### src/rtl/muldiv_unit.sv
// muldiv_unit: multi-cycle MULT/MULTU/DIV/DIVU engine for the execute stage.
// Results go to the HI/LO registers over the muldiv source path.
//
// Ports
//   clk    in   sole clock, rising edge
//   rst_n  in   synchronous active-low reset
//   start  in   operation request, sampled every cycle
//   funct  in   operation select (selector::muldiv_funct_t)
//   a      in   [31:0] multiplicand / dividend
//   b      in   [31:0] multiplier / divisor
//   flush  in   aborts any operation; no done, hi/lo untouched
//   busy   out  operation in flight (drives the hazard stall)
//   done   out  one-cycle pulse, hi/lo valid
//   hi     out  [31:0] upper product or remainder
//   lo     out  [31:0] lower product or quotient

package selector;
  typedef enum logic [2:0] {
    MULDIV_NCARE = 3'd0,
    MULDIV_MULT  = 3'd1,
    MULDIV_MULTU = 3'd2,
    MULDIV_DIV   = 3'd3,
    MULDIV_DIVU  = 3'd4
  } muldiv_funct_t;
endpackage

// state | meaning
// IDLE  | waiting for start; the done cycle is spent here
// MUL   | multiply in flight, mcnt counts down to the result edge
// DIV   | one restoring-divide iteration per cycle, dcnt 31..0
// FIX   | quotient/remainder sign correction, result registered
module muldiv_unit #(
  parameter int MUL_LATENCY = 3
) (
  input  logic                    clk,
  input  logic                    rst_n,
  input  logic                    start,
  input  selector::muldiv_funct_t funct,
  input  logic [31:0]             a,
  input  logic [31:0]             b,
  input  logic                    flush,
  output logic                    busy,
  output logic                    done,
  output logic [31:0]             hi,
  output logic [31:0]             lo
);
  import selector::*;

  typedef enum logic [1:0] {IDLE, MUL, DIV, FIX} state_t;

  localparam logic [1:0] MCNT_INIT = (MUL_LATENCY > 1) ? 2'(MUL_LATENCY - 2) : 2'd0;

  state_t      state, state_d;
  logic        busy_d, done_d, mul_fin, div_fin;
  logic        accept, is_mul;
  logic [1:0]  mcnt;
  logic [4:0]  dcnt;
  logic [31:0] a_q, b_q;
  logic        msigned_q;
  logic [63:0] rq;
  logic [31:0] dsr;
  logic        negq, negr;

  assign accept = start && !flush && (state == IDLE) && (funct != MULDIV_NCARE);
  assign is_mul = (funct == MULDIV_MULT) || (funct == MULDIV_MULTU);

  // With MUL_LATENCY=1 the product is registered at the acceptance edge,
  // so in IDLE the multiplier looks straight at the input operands.
  logic [31:0] ma, mb;
  logic        msg;
  logic [63:0] prod;
  assign ma   = (state == IDLE) ? a : a_q;
  assign mb   = (state == IDLE) ? b : b_q;
  assign msg  = (state == IDLE) ? (funct == MULDIV_MULT) : msigned_q;
  // Sign-extending to 64 bits makes the low 64 bits of the product correct
  // for both signed and unsigned operands.
  assign prod = {{32{msg & ma[31]}}, ma} * {{32{msg & mb[31]}}, mb};

  // Divider operand magnitudes; |0x80000000| stays 0x80000000 in 32 bits.
  logic        sdiv;
  logic [31:0] abs_a, abs_b;
  assign sdiv  = (funct == MULDIV_DIV);
  assign abs_a = (sdiv && a[31]) ? 32'd0 - a : a;
  assign abs_b = (sdiv && b[31]) ? 32'd0 - b : b;

  // Shifted partial remainder needs 33 bits when the divisor exceeds 2^31.
  logic [33:0] diff;
  logic [63:0] rq_step;
  assign diff    = {1'b0, rq[63:31]} - {2'b00, dsr};
  assign rq_step = diff[33] ? {rq[62:0], 1'b0} : {diff[31:0], rq[30:0], 1'b1};

  logic [31:0] fix_q, fix_r;
  assign fix_q = negq ? 32'd0 - rq[31:0]  : rq[31:0];
  assign fix_r = negr ? 32'd0 - rq[63:32] : rq[63:32];

  always_comb begin
    state_d = state;
    done_d  = 1'b0;
    mul_fin = 1'b0;
    div_fin = 1'b0;
    case (state)
      IDLE: begin
        if (accept) begin
          if (!is_mul) begin
            state_d = DIV;
          end else if (MUL_LATENCY == 1) begin
            done_d  = 1'b1;
            mul_fin = 1'b1;
          end else begin
            state_d = MUL;
          end
        end
      end
      MUL: begin
        if (mcnt == 2'd0) begin
          state_d = IDLE;
          done_d  = 1'b1;
          mul_fin = 1'b1;
        end
      end
      DIV: begin
        if (dcnt == 5'd0) state_d = FIX;
      end
      FIX: begin
        state_d = IDLE;
        done_d  = 1'b1;
        div_fin = 1'b1;
      end
      default: state_d = IDLE;
    endcase
    if (flush) begin
      state_d = IDLE;
      done_d  = 1'b0;
      mul_fin = 1'b0;
      div_fin = 1'b0;
    end
    busy_d = (state_d != IDLE);
  end

  always_ff @(posedge clk) begin
    if (!rst_n) begin
      state <= IDLE;
      busy  <= 1'b0;
      done  <= 1'b0;
      hi    <= '0;
      lo    <= '0;
    end else begin
      state <= state_d;
      busy  <= busy_d;
      done  <= done_d;
      if (mul_fin) begin
        hi <= prod[63:32];
        lo <= prod[31:0];
      end
      if (div_fin) begin
        hi <= fix_r;
        lo <= fix_q;
      end
    end
  end

  // Datapath registers need no reset: they are loaded at every acceptance.
  always_ff @(posedge clk) begin
    if (accept) begin
      a_q       <= a;
      b_q       <= b;
      msigned_q <= (funct == MULDIV_MULT);
      mcnt      <= MCNT_INIT;
      dcnt      <= 5'd31;
      rq        <= {32'd0, abs_a};
      dsr       <= abs_b;
      negq      <= sdiv && (a[31] != b[31]);
      negr      <= sdiv && a[31];
    end else begin
      if (state == MUL) mcnt <= mcnt - 2'd1;
      if (state == DIV) begin
        rq   <= rq_step;
        dcnt <= dcnt - 5'd1;
      end
    end
  end

endmodule

### config.mk
export PLATFORM = sky130hd
export DESIGN_NAME = muldiv_unit
export DESIGN_NICKNAME = d
export VERILOG_FILES = /design/src/rtl/muldiv_unit.sv
export SDC_FILE = /design/constraint.sdc
export NUM_CORES = 2
export LEC_CHECK = 0
export ABC_AREA = 1
export CAP_MARGIN = 15
export CORE_ASPECT_RATIO = 0.75
export CORE_UTILIZATION = 35
export DETAILED_ROUTE_END_ITERATION = 10
export GPL_TIMING_DRIVEN = 0
export PLACE_DENSITY = 0.51
export SLEW_MARGIN = 15
export SYNTH_ARGS = -nofsm -noshare
export SYNTH_HDL_FRONTEND = slang
export SYNTH_SLANG_ARGS = --single-unit
### constraint.sdc
create_clock -name clk -period 12.8 [get_ports clk]
set_input_delay 3.84 -clock clk [delete_from_list [all_inputs] [get_ports clk]]
set_output_delay 3.84 -clock clk [all_outputs]
set_load 0.005 [all_outputs]
==> out/qor.yml <==
detailed_routing:
  detail_route.iter0.violations: 5746
  detail_route.first_pass.iterations: 5
  post-route-drc-count: 0
  postRouteAntennaNets: 0
  routed_wirelength_mm: 241
  via_per_inst: 5.21
  routed_wire_length_per_instance_um: 26.5
  vias: 47239
synthesis:
  synth-async-reset-ratio_pct: 0
  nets_in_the_synthesized_netlist: 8284
  post_synth.cell_area_avg_um2: 7.87
  synth_cell_types: 50
  yosysSeqAreaShare_pct: 11.2
  synth-seq-cells: 237
  syn_inst: 6837
  synth-warning-count: 0
  postSynth.topFlopCell: "sky130_fd_sc_hd__edfxtp_1"
  syn_area_um2: 53800
  yosys.area.top_type_share_pct: 41.9
  synthDominantAreaCellType: "sky130_fd_sc_hd__fa_1"
  synth.top_cells.by_area: "sky130_fd_sc_hd__fa_1 42%, sky130_fd_sc_hd__inv_1 12%, sky130_fd_sc_hd__nand2_1 11%"
  post_synth_edffs: 130
grt:
  antenna_found_initial: 21
  use_met2_pct: 41.2
  grt.overflow.total: 0
  grtUsageMet3_pct: 10.5
  grt.total_usage_pct: 31.0
  grt_first_pass_wirelength_mm: 340
  grt_pass1_vias: 45187
  grt_most_used_layer: "met1"
  global_route_track_usage_on_met1_pct: 48.0
  maximum_number_of_pins_on_one_net_before_global_route_repair: 35
outcome:
  outcome: "finished clean"
final_layout:
  final-seq-area_um2: 6050
  fin_area_um2: 59000
  drive_gt1_share_pct: 4.39
  fillCellCount: 15982
  multi_input_area_um2: 40500
  design.final.nets: 8475
  area_growth_syn_to_fin_pct: 9.68
  utilization_after_layout_pct: 38.7
clock_network:
  cts-hold-fix-buffers: 0
  insertion_delay_ns: 0.59
  cts_max_level: 1
  cts.clk_slew.worst_paths_ns: 0.07
  max-clock-path-buffers: 3
  root_buffer: "sky130_fd_sc_hd__clkbuf_16"
  cts_tree: "built"
  clock_sink_count: 237
  tritoncts.num_buffers: 23
worst_setup_path:
  cp_data_arrival_time_ns: 13.11
  crit_type: "input pin to flop"
  timing.critical_path.slowest_stage_cell: "sky130_fd_sc_hd__fa_1"
  critical_path_required_ns: 13.29
  timing.critical_path.fanout_max: 10
  crit_path_start_kind: "input pin"
  cpPeakStageDelay_ns: 0.65
  cp-end-kind: "flop"
  timing.reg2reg.setup_slack_ns: 2.44
placement:
  numPortBuffers: 136
  dp_hpwl_mm: 209
  dpl_worst_slack_ns: -1.76
  routabilityCongestion: 1.05
  detailed_place.area_um2: 58000
sta:
  timing.final.max_slew_violations: 0
  worst_clock_skew_ns: 0.0306
  fin_worst_hold_slack_ns: 0.468
  maxClockFrequency_mhz: 79.3
  setup_viol: 0
  finalHoldViolations: 0
  smallest_setup_slack_after_layout_ns: 0.185
  timing.final.crit_period_ns: 12.62
  rsz0062_at_grt: "yes"
  worst_tran_pin_value_ns: 1.34
  final_min_period_over_clock_period_pct: 98.6
  maxSlewHeadroom_pct: 9.55
floorplan:
  area_enclosed_by_the_die_boundary_um2: 155000
  die_y_um: 342
  io_count: 137
  die_w_um: 455
  floorplan.initialDensity_pct: 35.3
  coreArea_um2: 153000
  rows: 124
flow_run:
  max_cap_violations: 0
worst_hold_path:
  hp-class: "flop to flop"
## worst paths after layout
path | end | start | depth (start not counted)
max | hi[31]$_SDFFE_PN0P_ | b[24] | 33
min | lo[6]$_SDFFE_PN0P_ | lo[6]$_SDFFE_PN0P_ | 2
max reg2reg | hi[31]$_SDFFE_PN0P_ | state[1]$_SDFF_PN0_ | 31
min reg2reg | lo[6]$_SDFFE_PN0P_ | lo[6]$_SDFFE_PN0P_ | 2
## critical path, delay by kind of cell
family	cells	cell delay, ns
and+or+nand+nor	11	1.57
adders and majority gates	9	4.61
buffers and inverters	11	2.37
AOI/OAI and AO/OA	2	0.69
## synthesized netlist by cell type (5+ instances only)
cell                       instances
sky130_fd_sc_hd__inv_1          1653
sky130_fd_sc_hd__nand2_1        1510
sky130_fd_sc_hd__fa_1           1126
sky130_fd_sc_hd__nor2_1          658
sky130_fd_sc_hd__o21ai_0         269
sky130_fd_sc_hd__a21oi_1         268
sky130_fd_sc_hd__ha_1            250
sky130_fd_sc_hd__nand3_1         212
sky130_fd_sc_hd__edfxtp_1        130
sky130_fd_sc_hd__buf_2           119
sky130_fd_sc_hd__dfxtp_1         107
sky130_fd_sc_hd__clkbuf_1        103
sky130_fd_sc_hd__xor2_1           62
sky130_fd_sc_hd__nand4_1          47
sky130_fd_sc_hd__nor3_1           45
sky130_fd_sc_hd__xnor2_1          34
sky130_fd_sc_hd__o21ai_1          30
sky130_fd_sc_hd__o21ai_2          29
sky130_fd_sc_hd__a31oi_1          25
sky130_fd_sc_hd__o21bai_1         22
sky130_fd_sc_hd__nand3b_1         17
sky130_fd_sc_hd__buf_1            11
sky130_fd_sc_hd__a21o_1           10
sky130_fd_sc_hd__o211ai_1         10
sky130_fd_sc_hd__or2_2            10
sky130_fd_sc_hd__nor4_1            9
sky130_fd_sc_hd__inv_2             8
sky130_fd_sc_hd__buf_4             7
sky130_fd_sc_hd__nor2_2            7
sky130_fd_sc_hd__nor3_2            7
sky130_fd_sc_hd__o21a_1            6
sky130_fd_sc_hd__clkinv_1          5
## metal layers
| layer | vias to the layer above | share of wire [%] |
|---|---|---|
| li1 | 20614 | - |
| met1 | 24051 | 46 |
| met2 | 2351 | 39 |
| met3 | 203 | 13 |
| met4 | 20 | 2.0 |
| met5 | - | 0.087 |
## logic make-up after synthesis
kind of cell             after synthesis  synth area share, %
buffers and inverters               1910                 13.7
AO/OA/AOI/OAI                        684                 6.94
XOR/XNOR                              96                 1.56
flip-flops                           237                 11.2
adder cells (fa/ha/maj)             1376                 47.7
AND/OR/NAND/NOR                     2534                 18.9
## flip-flops by register name, summed over array words and instances (netlist names)
signal     flops
rq            64
a_q           32
b_q           32
hi            32
lo            32
dsr           31
dcnt           5
mcnt           2
state          2
busy           1
done           1
msigned_q      1
negq           1
negr           1
## layout by cell type, fill, tap and decap left out, types with 10 or more instances in the layout
cell	instances
sky130_fd_sc_hd__a21oi_1	268
sky130_fd_sc_hd__dfxtp_1	107
sky130_fd_sc_hd__o21bai_1	22
sky130_fd_sc_hd__ha_1	246
sky130_fd_sc_hd__or2_2	10
sky130_fd_sc_hd__nand2_1	1507
sky130_fd_sc_hd__nand4_1	47
sky130_fd_sc_hd__xor2_1	62
sky130_fd_sc_hd__a31oi_1	25
sky130_fd_sc_hd__nor3_1	45
sky130_fd_sc_hd__o21ai_1	22
sky130_fd_sc_hd__nand3_1	211
sky130_fd_sc_hd__o21ai_0	260
sky130_fd_sc_hd__edfxtp_1	130
sky130_fd_sc_hd__o21ai_2	43
sky130_fd_sc_hd__buf_4	25
sky130_fd_sc_hd__o211ai_1	10
sky130_fd_sc_hd__xnor2_1	34
sky130_fd_sc_hd__clkbuf_1	105
sky130_fd_sc_hd__nor2_1	657
sky130_fd_sc_hd__buf_2	117
sky130_fd_sc_hd__inv_1	1648
sky130_fd_sc_hd__clkdlybuf4s50_1	136
sky130_fd_sc_hd__fa_1	1122
sky130_fd_sc_hd__clkbuf_16	23
sky130_fd_sc_hd__nand3b_1	17
sky130_fd_sc_hd__a21o_1	10
## final cells by class
cell class	instances	share of cell area, %
antenna	1	0.00424
clock inverter	8	0.227
tap	2016	4.27
timing repair buffer	166	2.91
inverter	1667	10.6
multi-input combinational	4690	68.7
buffer	243	1.90
clock buffer	34	1.13
sequential	237	10.2
## stage by stage
stage                     setup TNS [ns]  std cells
after CTS                              0       9051
after global placement            -41.32       8989
after detailed placement          -38.69       9005
final                                  0       9062
after global routing             -0.0126       9061
after floorplan                        0       6837
## what timing repair did
action / in CTS / in global routing
endpoints found under the setup margin: 29 / 20
gates cloned: 0 / 0
pin swaps: 0 / 4
setup buffers: 4 / 10
gates resized for setup: 19 / 20
Power is not shown: default switching activity piles up to over one toggle a cycle in this logic, so the estimate is an artifact.
